File: src/rtl/dff_pkg.sv
// Purpose : shared defaults and helpers for the elastic register pipeline.
// Latency : n/a (package only).
// Backpressure : n/a (package only).
//
// The stage record {v, d} depends on the WIDTH of the module that uses it.
// A package cannot take parameters, so each user declares its own stage_t
// with this field order: valid bit in the MSB, data below it.
package dff_pkg;

  // Default geometry of the pipeline.
  localparam int WIDTH_DEF = 8;
  localparam int DEPTH_DEF = 4;

  // Occupancy counter width. The counter must hold 0..depth inclusive.
  // depth < 1 is illegal, so it is clamped to a 1-bit counter instead of
  // producing a zero-width vector.
  function automatic int dff_cw(input int depth);
    if (depth < 1) begin
      return 1;
    end
    return $clog2(depth + 1);
  endfunction

endpackage : dff_pkg

File: src/rtl/dff_stage.sv
// Purpose : one valid+data register stage of the elastic pipeline.
// Latency : 1 cycle from load-enable to registered output.
// Backpressure : none locally; adv (from the top-level chain) gates the load.
//
// Ports:
//   clock, reset   - rising-edge clock, synchronous active-high reset
//   flush          - clears the valid bit (data holds)
//   adv            - stage may load from its upstream neighbour this edge
//   in_v / in_d    - upstream valid and data
//   out_v / out_d  - registered valid and data of this stage
module dff_stage
  import dff_pkg::*;
#(
  parameter int WIDTH = WIDTH_DEF
) (
  input  logic             clock,
  input  logic             reset,
  input  logic             flush,
  input  logic             adv,
  input  logic             in_v,
  input  logic [WIDTH-1:0] in_d,
  output logic             out_v,
  output logic [WIDTH-1:0] out_d
);

  typedef struct packed {
    logic             v;
    logic [WIDTH-1:0] d;
  } stage_t;

  stage_t stg_d;
  stage_t stg_q;

  // Flush clears the valid bit and blocks loading. The data register is
  // written only when a valid word arrives, so a bubble passing through
  // never disturbs the data lines.
  always_comb begin
    stg_d = stg_q;
    if (flush) begin
      stg_d.v = 1'b0;
    end else if (adv) begin
      stg_d.v = in_v;
      if (in_v) begin
        stg_d.d = in_d;
      end
    end
  end

  always_ff @(posedge clock) begin
    if (reset) begin
      stg_q <= '0;
    end else begin
      stg_q <= stg_d;
    end
  end

  assign out_v = stg_q.v;
  assign out_d = stg_q.d;

endmodule : dff_stage

File: src/rtl/dff_pipe_rv.sv
// Purpose : elastic WIDTH x DEPTH register pipeline with valid/ready and flush.
// Latency : DEPTH-1 edges after the accepting edge when empty and unstalled.
// Backpressure : in_ready follows out_ready through the advance chain; bubbles collapse.
//
// Ports:
//   clock, reset          - rising-edge clock, synchronous active-high reset
//   flush                 - synchronous clear of all in-flight data
//   in_data/in_valid/in_ready    - producer side handshake
//   out_data/out_valid/out_ready - consumer side handshake (last stage)
//   count                 - registered number of valid stages, 0..DEPTH
module dff_pipe_rv
  import dff_pkg::*;
#(
  parameter  int WIDTH = WIDTH_DEF,
  parameter  int DEPTH = DEPTH_DEF,
  localparam int CW    = dff_cw(DEPTH)
) (
  input  logic             clock,
  input  logic             reset,
  input  logic             flush,
  input  logic [WIDTH-1:0] in_data,
  input  logic             in_valid,
  output logic             in_ready,
  output logic [WIDTH-1:0] out_data,
  output logic             out_valid,
  input  logic             out_ready,
  output logic [CW-1:0]    count
);

  logic [DEPTH-1:0] v;
  logic [WIDTH-1:0] d [DEPTH];
  logic [DEPTH-1:0] adv;
  logic             accept;
  logic             drain;
  logic [CW-1:0]    count_d;
  logic [CW-1:0]    count_q;

  // A stage advances when it is empty or the stage ahead advances.
  // Walking from the output back to the input with a running term avoids
  // a self-referencing vector. The net effect is that stage 0 can load
  // whenever any stage holds a bubble or the consumer is draining.
  always_comb begin
    logic chain;
    chain = out_ready;
    adv   = '0;
    for (int i = DEPTH - 1; i >= 0; i--) begin
      chain  = !v[i] | chain;
      adv[i] = chain;
    end
  end

  assign in_ready = adv[0] & !flush;
  assign accept   = in_valid & in_ready;
  assign drain    = out_valid & out_ready;

  for (genvar g = 0; g < DEPTH; g++) begin : g_stage
    logic             up_v;
    logic [WIDTH-1:0] up_d;

    if (g == 0) begin : g_head
      assign up_v = accept;
      assign up_d = in_data;
    end else begin : g_body
      assign up_v = v[g-1];
      assign up_d = d[g-1];
    end

    dff_stage #(
      .WIDTH (WIDTH)
    ) u_stage (
      .clock (clock),
      .reset (reset),
      .flush (flush),
      .adv   (adv[g]),
      .in_v  (up_v),
      .in_d  (up_d),
      .out_v (v[g]),
      .out_d (d[g])
    );
  end

  // Occupancy tracks popcount(v) incrementally. A drain in the flush cycle
  // still completes toward the consumer, but the flush zeroes the count anyway.
  always_comb begin
    count_d = count_q;
    if (flush) begin
      count_d = '0;
    end else begin
      case ({accept, drain})
        2'b10:   count_d = count_q + CW'(1);
        2'b01:   count_d = count_q - CW'(1);
        default: count_d = count_q;
      endcase
    end
  end

  always_ff @(posedge clock) begin
    if (reset) begin
      count_q <= '0;
    end else begin
      count_q <= count_d;
    end
  end

  assign out_valid = v[DEPTH-1];
  assign out_data  = d[DEPTH-1];
  assign count     = count_q;

endmodule : dff_pipe_rv
File: config.mk
export PLATFORM = sky130hd
export DESIGN_NAME = dff_pipe_rv
export DESIGN_NICKNAME = d
export VERILOG_FILES = /design/src/rtl/dff_pkg.sv /design/src/rtl/dff_stage.sv /design/src/rtl/dff_pipe_rv.sv
export SDC_FILE = /design/constraint.sdc
export NUM_CORES = 1
export LEC_CHECK = 0
export CORE_MARGIN = 5
export CORE_UTILIZATION = 45
export DETAILED_ROUTE_END_ITERATION = 10
export PLACE_DENSITY_LB_ADDON = 0.08
export SLEW_MARGIN = 25
export SYNTH_ARGS = -nofsm -noshare
export SYNTH_HDL_FRONTEND = slang
export SYNTH_SLANG_ARGS = --single-unit
File: constraint.sdc
create_clock -name clock -period 2.1 [get_ports clock]
set_input_delay 0.42 -clock clock [delete_from_list [all_inputs] [get_ports clock]]
set_output_delay 0.42 -clock clock [all_outputs]
set_load 0.05 [all_outputs]
==> results of run 1 <==
-- layout make-up --
| class | count | area (um2) | share of cell area (%) |
|---|---|---|---|
| tap | 46 | 57.6 | 2.73 |
| inverter | 4 | 15.0 | 0.713 |
| clock inverter | 1 | 30.0 | 1.43 |
| multi-input combinational | 129 | 796 | 37.8 |
| clock buffer | 7 | 66.3 | 3.15 |
| timing repair buffer | 36 | 355 | 16.9 |
| sequential | 39 | 785 | 37.3 |
-- kinds of logic after synthesis --
family                     synth area share (%)
buffers and inverters                      4.83
and+or+nand+nor                            21.2
AOI/OAI and AO/OA                          18.1
DFF                                        47.9
muxes                                      4.91
xor gates and xnor gates                   1.07
adders and majority gates                  1.99
-- layer usage --
layer  global-route usage, %  up-vias  wire, um  part of all wire, %
met1                    16.4      593      1420                   45
met5                       0        -         0                    0
li1                        -      706         -                    -
met2                    22.4       28      1500                   48
met4                    7.66        0        74                  2.4
met3                    3.59        8       142                  4.5
-- report_power, final --
| part | internal, mW | total [mW] | switching, mW | leakage [nW] |
|---|---|---|---|---|
| clock | 0.324 | 0.566 | 0.242 | 0.0506 |
| sequential | 0.749 | 0.757 | 0.00735 | 0.316 |
| combinational | 0.0581 | 0.105 | 0.0469 | 0.339 |
| total | 1.13 | 1.43 | 0.296 | 0.706 |
-- worst min-delay path by stage --
stage / slack [ns] / start / to / depth (start not counted)
2_1_floorplan: 0.44 / g_stage[1].u_stage.out_d[0] / g_stage[2].u_stage.out_d[0] / 2
3_3_place_gp: 0.46 / g_stage[2].u_stage.out_d[1] / g_stage[3].u_stage.out_d[1] / 2
3_5_place_dp: 0.46 / g_stage[1].u_stage.out_d[2] / g_stage[2].u_stage.out_d[2] / 2
4_1_cts: 0.47 / g_stage[1].u_stage.out_d[0] / g_stage[2].u_stage.out_d[0] / 2
5_1_grt: 0.48 / g_stage[0].u_stage.out_d[2] / g_stage[1].u_stage.out_d[2] / 2
6_report: 0.47 / g_stage[1].u_stage.out_d[2] / g_stage[2].u_stage.out_d[2] / 2
-- through the flow --
step                setup slack [ns]  instances  hold WS [ns]
finish                        0.0246        262         0.471
global route                 -0.0172        262         0.484
CTS                           0.0270        262         0.473
detailed placement            -0.340        254         0.459
global placement              -0.268        254         0.455
floorplan                     0.0179        186         0.440
-- flip-flops by register name, summed over array words and instances (netlist names) --
register / count
count: 3
g_stage.u_stage.out_d: 32
g_stage.u_stage.out_v: 4
-- cell usage after synthesis, drive strengths merged (2+ instances only) --
master / n
o21ai: 25
dfxtp: 39
xor2: 2
mux2i: 8
nor2: 2
clkbuf: 8
nor2b: 4
nand3: 24
inv: 4
o21a: 3
nand2b: 21
buf: 6
nor3: 3
a21oi: 28
-- worst max-delay path, stage by stage --
cell and delay, ns:
clkdlybuf4s50_1 0.41, and4b_2 0.31, a21oi_2 0.08, inv_2 0.08
ha_4 0.12, inv_1 0.04, fa_2 0.33, xor2_1 0.15
or3_1 0.31, a21boi_1 0.12
-- timing repair --
| item | 4_1_cts | 5_1_grt |
|---|---|---|
| endpoints found under the setup margin | 1 | 2 |
| resized for setup | 1 | 2 |
| hold endpoints to repair | 0 | 0 |
| buffers inserted | 0 | 0 |
| pin swaps | 0 | 0 |
==> run metrics, run 1 <==
CP max FO 2; total global routing overflow 0; clock tree from TritonCTS done; CTS root buffer clkbuf_4; full die area 0.00493 mm2; routed wire length per instance 12.0 um; number of fill cells 313; wire length of the first global-routing pass 5450 um; minimum clock period 2.08 ns; Post-CTS Hold Buffers 0; HPWL Detailed 2380 um; data arrival time at the worst-slack endpoint 2.36 ns; total length of routed wires 3140 um; number of sinks driven by the clock tree 39; Max IR drop VDD 0.411 mV; Max-Slew Margin vs Limit 66.8%; all-layer global routing usage 13.7%; Starting Density 47.8%; number of buffers inserted during clock tree synthesis 5; number of I/O pins 26; transition time at the pin with the least slew margin 0.497 ns; commonest non-fill, non-tap cells in the layout dfxtp_1 (38), a21oi_1 (26), nand3_1 (24), clkdlybuf4s50_1 (24), nand2b_1 (21); gate count of the mapped netlist 186; Fin Setup TNS 0 ns; most common cell after layout, fill and taps aside dfxtp_1; count of flip-flops with a built-in enable after synthesis 0; highest clock rate 482 MHz; timing startpoint of the critical path out_ready; Max Buffers Root-to-Sink 2; placed cell areas 0.00200 mm2; clock transition at the register clock pins on the worst setup and hold paths after CTS 0.12 ns; net count of the mapped netlist 201; RSZ-0062 raised after global routing true; Skew-Pair Late Insertion Delay 0.34 ns; Yosys top cell area share 47.9%; Row Count 21; overall die height 70.2 um; class of the most critical setup path input port to register; number of antenna violations at the first check in global routing 0; number of antenna repair diodes 0; via-per-instance ratio 5.10; most used flip-flop cell after synthesis dfxtp_1; part of the Yosys area used for sequential elements 47.9%; number of nets still failing antenna checks after routing 0; synth top area cells dfxtp_1 (48%), a21oi_1 (8.6%), nand2b_1 (8.1%); capturing element type of the critical path register; Power Density 678 mW/mm2; Hold Violations, Final 0; Register-to-Register Path Depth 9; Syn Area/Cell 8.77 um2; largest clock skew in the final design 0.00745 ns; Static Leak 0.706 nW; proportion of layout cells with a drive suffix above 1 12.0%; nets 230; total via count after detailed routing 1335; Core Util, Final 61.6%; crit path launch type input port; Hold/Removal Path Class register to register; vias in the first global route 1295; count of state elements after synthesis 39; die boundary width 70.2 um; Register-to-Register Setup Slack 0.13 ns; worst path required time 2.39 ns; count of TritonRoute iterations in the first routing pass 4; quantity of I/O buffers inserted on ports 25; worst reg2reg path startpoint g_stage[1].u_stage.out_v; setup violation total in the final timing report 0; # Max-Cap Violations 0; end point of the critical path count[2]; reg-to-reg endpoint count[2]; final design area excluding fillers 0.00210 mm2; warning count from the yosys run 0; count of cell types in the netlist 26; leading area contributor after synthesis dfxtp_1; number of H-tree branching levels 2; Area Growth Syn to Fin 29.0%; pin count of the biggest net entering global routing 29; proportion of synthesized flip-flops having asynchronous set or reset 0%; final weighted congestion in routability-driven placement 0.691; max-slew violation count 0; count of routing violations after the opening detailed-route iteration 51; area of the core 0.00342 mm2; sum of internal, switching and leakage power 1.43 mW; status completed; Syn Std Cell Area 0.00163 mm2; count of unresolved DRC violations after routing 0; fin crit share 98.8%
No activity file was read; power rests on OpenSTA's default activity.
==> run 2, diff against run 1 <==
Settings changed: GPL_TIMING_DRIVEN set to 0, PLACE_DENSITY_LB_ADDON 0.08 to 0.05.
==> run metrics, run 2 (synthesis results as in run 1) <==
clock transition at the register clock pins on the worst setup and hold paths after CTS 0.11 ns; final design area excluding fillers 0.00207 mm2; fin crit share 96.4%; Row Count 21; most common cell after layout, fill and taps aside dfxtp_1; RSZ-0062 raised after global routing true; standard cell with the maximum stage delay on the critical path dfxtp_4; vias in the first global route 1327; Starting Density 47.8%; quantity of I/O buffers inserted on ports 25; wire length of the first global-routing pass 5820 um; number of sinks driven by the clock tree 39; Post-Route Hold Slack 0.468 ns; area of the core 0.00342 mm2; class of the most critical setup path register to register; number of I/O pins 26; Register-to-Register Setup Slack 0.08 ns; full die area 0.00493 mm2; overall die height 70.2 um; all-layer global routing usage 15.0%; minimum clock period 2.02 ns; highest clock rate 494 MHz; cell class contributing the biggest share of worst-path delay simple AND/OR/NAND/NOR gates; Area Growth Syn to Fin 27.0%; # Max-Cap Violations 0; HPWL Detailed 2570 um; number of antenna repair diodes 0; instance count after placement with tap cells included 257; clock tree from TritonCTS done; count of unresolved DRC violations after routing 0; number of buffers inserted during clock tree synthesis 5; routed wire length per instance 13.0 um; max-slew violation count 0; largest stage delay on the critical path 0.39 ns; commonest non-fill, non-tap cells in the layout dfxtp_1 (36), a21oi_1 (27), nand3_1 (24); capturing element type of the critical path register; total global routing overflow 0; setup violation total in the final timing report 0; Post-CTS Hold Buffers 0; count of routing violations after the opening detailed-route iteration 75; Max IR drop VDD 0.474 mV; number of antenna violations at the first check in global routing 0; Hold/Removal Path Class register to register; Skew-Pair Late Insertion Delay 0.35 ns; data arrival time at the worst-slack endpoint 2.31 ns; number of H-tree branching levels 2; max FFs per register 32; crit path launch type register; Max Buffers Root-to-Sink 2; Max-Slew Margin vs Limit 66.8%; CTS root buffer clkbuf_4; critical-path cell list and4b_2, a21oi_2, inv_2, ha_4, inv_2, fa_2, xor2_1, or3_1, a21boi_1; placed cell areas 0.00196 mm2; worst path required time 2.39 ns; Post-Layout Cell Count 265; Fin Setup TNS 0 ns; final weighted congestion in routability-driven placement 0.802; pin count of the biggest net entering global routing 13; total via count after detailed routing 1393; nets 233; proportion of layout cells with a drive suffix above 1 11.4%; number of nets still failing antenna checks after routing 0; Static Leak 0.689 nW; CP max FO 7; Core Util, Final 60.7%; number of fill cells 318; total length of routed wires 3440 um; Critical path buffers and inverters 2; Hold Violations, Final 0; count of TritonRoute iterations in the first routing pass 4; status completed; via-per-instance ratio 5.26; most frequent cell on the critical path inv_2; Power Density 707 mW/mm2; die boundary width 70.2 um; largest clock skew in the final design 0.00398 ns; transition time at the pin with the least slew margin 0.497 ns
## run 2: cell types whose count changed in the layout (fill, tap and decap cells not counted), sizes merged
cell,change
dlygate4sd2,+1
bufinv,+1
clkbuf,+9
buf,-6
clkdlybuf4s50,-2
## run 2: path summary, 6_finish.rpt
check,end,startpoint,cells after the start
worst min register to register,g_stage[3].u_stage.out_d[1],g_stage[2].u_stage.out_d[1],2
worst max register to register,count[2],g_stage[2].u_stage.out_v,9
worst min-delay path,g_stage[3].u_stage.out_d[1],g_stage[2].u_stage.out_d[1],2
worst max-delay path,count[2],g_stage[2].u_stage.out_v,9
## run 2: final cells by class
type                       count  area (um2)  share of cell area (%)
clock buffer                   6        41.3                    1.99
sequential                    39         792                    38.2
multi-input combinational    129         792                    38.2
inverter                       4        15.0                   0.725
clock inverter                 2        60.1                    2.90
buffer                        12        57.6                    2.78
tap                           46        57.6                    2.78
timing repair buffer          27         256                    12.4
## run 2: stage by stage
stage | setup WS (ns) | power, mW
final | 0.0757 | 1.46
after global placement | -0.688 | 0.866
after floorplan | 0.0179 | 0.826
after detailed placement | -0.695 | 0.868
after CTS | 0.00263 | 1.49
after global routing | -0.0139 | 1.52
## run 2: what timing repair did
action / 4_1_cts / 5_1_grt
hold endpoints to repair: 0 / 0
pin swaps: 1 / 6
resized for setup: 10 / 9
buffers inserted: 1 / 1
endpoints found under the setup margin: 3 / 1
## run 2: worst reg2reg max path, stage by stage, from the launching register on
cell and delay (ns):
dfxtp_4 0.39, and4b_2 0.27, a21oi_2 0.07, inv_2 0.07, ha_4 0.13, inv_2 0.04
fa_2 0.36, xor2_1 0.17, or3_1 0.34, a21boi_1 0.14
## run 2: routing by layer
layer  track usage (%)  vias up  part of all wire (%)
li1                  -      712                     -
met1              17.3      648                    45
met2              23.9       27                    48
met3              6.31        6                   4.6
met4              7.23        0                   1.9
met5                 0        -                     0
## run 2: report_power, final
group,switching [mW],total (mW),internal [mW]
registers,0.00750,0.754,0.747
logic,0.0467,0.0944,0.0478
clock network,0.244,0.615,0.371
==> run 3, diff against run 2 <==
Settings changed: DONT_BUFFER_PORTS set to 1.
==> run metrics, run 3 (synthesis results as in run 1) <==
quantity of I/O buffers inserted on ports 0; fin crit share 103%; total length of routed wires 3250 um; Register Area 785 um2; Hold Path Stages 2; total global routing overflow 0; number of antenna violations at the first check in global routing 0; largest clock skew in the final design 0.00723 ns; status finished, violations left; number of nets still failing antenna checks after routing 0; number of fill cells 326; number of sinks driven by the clock tree 39; count of routing violations after the opening detailed-route iteration 64; setup slack of the critical path after layout -0.0646 ns; placement-stage worst setup slack -0.120 ns; clock tree from TritonCTS done; area of the core 0.00342 mm2; Post-CTS Hold Buffers 0; Max Buffers Root-to-Sink 2; max FFs per register 32; all-layer global routing usage 13.9%; clock transition at the register clock pins on the worst setup and hold paths after CTS 0.11 ns; CP max FO 8; Post-Layout Cell Count 244; total via count after detailed routing 1295; crit path launch type register; setup violation total in the final timing report 1; vias in the first global route 1255; Area Growth Syn to Fin 13.7%; Hold Violations, Final 0; Static Leak 0.616 nW; class of the most critical setup path register to register; RSZ-0062 raised after global routing true; number of buffers inserted during clock tree synthesis 5; nets 212; HPWL Detailed 2430 um; sum of internal, switching and leakage power 1.43 mW; transition time at the pin with the least slew margin 0.544 ns; proportion of layout cells with a drive suffix above 1 12.6%; Power Density 774 mW/mm2; full die area 0.00493 mm2; count of unresolved DRC violations after routing 0; Starting Density 47.8%; minimum clock period 2.16 ns; number of antenna repair diodes 0; most common cell after layout, fill and taps aside dfxtp_1; highest clock rate 462 MHz; number of I/O pins 26; worst path required time 2.38 ns; pin count of the biggest net entering global routing 13; instance count after placement with tap cells included 232; CTS root buffer clkbuf_4; capturing element type of the critical path register; # Max-Cap Violations 0; count of TritonRoute iterations in the first routing pass 4; Row Count 21; final weighted congestion in routability-driven placement 0.750; routed wire length per instance 13.3 um; violated checks negative setup slack; wire length of the first global-routing pass 5510 um; number of H-tree branching levels 2; area occupied by multi-input gates 802 um2; data arrival time at the worst-slack endpoint 2.45 ns; overall die height 70.2 um; die boundary width 70.2 um; Max-Slew Margin vs Limit 63.7%; Hold/Removal Path Class input port to register; via-per-instance ratio 5.31; max-slew violation count 0; commonest non-fill, non-tap cells in the layout dfxtp_1 (38), a21oi_1 (26), nand3_1 (24); Max IR drop VDD 0.453 mV; Register-to-Register Path Depth 9; Skew-Pair Late Insertion Delay 0.35 ns
## run 3: cell types whose count changed in the layout (fill, tap and decap cells not counted), moves of 2 or more
cell / change
dfxtp_1: +2
clkdlybuf4s50_1: -22
buf_2: +2
buf_4: +3
dfxtp_4: -2
## run 3: path summary, 6_finish.rpt
check	from	to	slack [ns]
max	g_stage[3].u_stage.out_v	count[2]	-0.06
min	in_data[7]	g_stage[0].u_stage.out_d[7]	0.22
max reg2reg	g_stage[3].u_stage.out_v	count[2]	-0.06
min reg2reg	g_stage[1].u_stage.out_d[7]	g_stage[2].u_stage.out_d[7]	0.47
## run 3: power breakdown
part,total [mW],internal [mW],leakage [nW],switching (mW)
registers,0.760,0.749,0.316,0.0108
logic,0.0655,0.0285,0.247,0.0369
clock network,0.609,0.372,0.0525,0.238
total,1.43,1.15,0.616,0.285
## run 3: metal layers
metal | global-route usage, % | part of all wire [%] | wire, um | vias up
met4 | 7.66 | 2.1 | 68 | 0
met1 | 16.8 | 46 | 1510 | 592
met2 | 21.7 | 47 | 1520 | 21
met5 | 0 | 0 | 0 | -
li1 | - | - | - | 676
met3 | 4.59 | 4.8 | 156 | 6
## run 3: final cells by class
type	instances	area share [%]
inverter	4	0.810
sequential	39	42.3
multi-input combinational	129	43.3
clock inverter	2	3.24
timing repair buffer	5	2.02
tap	46	3.10
clock buffer	6	2.23
buffer	13	3.04
## run 3: critical path, cell delays in order (launching register included)
cell	delay, ns
dfxtp_4	0.49
and4b_1	0.29
a21oi_2	0.08
inv_2	0.07
ha_4	0.12
inv_2	0.04
fa_2	0.35
xor2_1	0.18
or3_1	0.35
a21boi_1	0.13
## run 3: repair_timing
action	4_1_cts	5_1_grt
pin swaps	1	6
endpoints found under the setup margin	3	3
setup buffers	3	2
gates resized for setup	3	1
gates cloned	0	0
## run 3: through the flow
step | hold WS [ns] | TNS (ns) | cell area, um2 | util [%]
final | 0.223 | -0.0646 | 1850 | 54.3
after global placement | 0.459 | -0.102 | 1710 | 50.0
after CTS | 0.209 | -0.0793 | 1840 | 54.0
after detailed placement | 0.463 | -0.138 | 1710 | 50.0
after global routing | 0.195 | -0.182 | 1850 | 54.3
after floorplan | 0.440 | 0 | 1650 | -
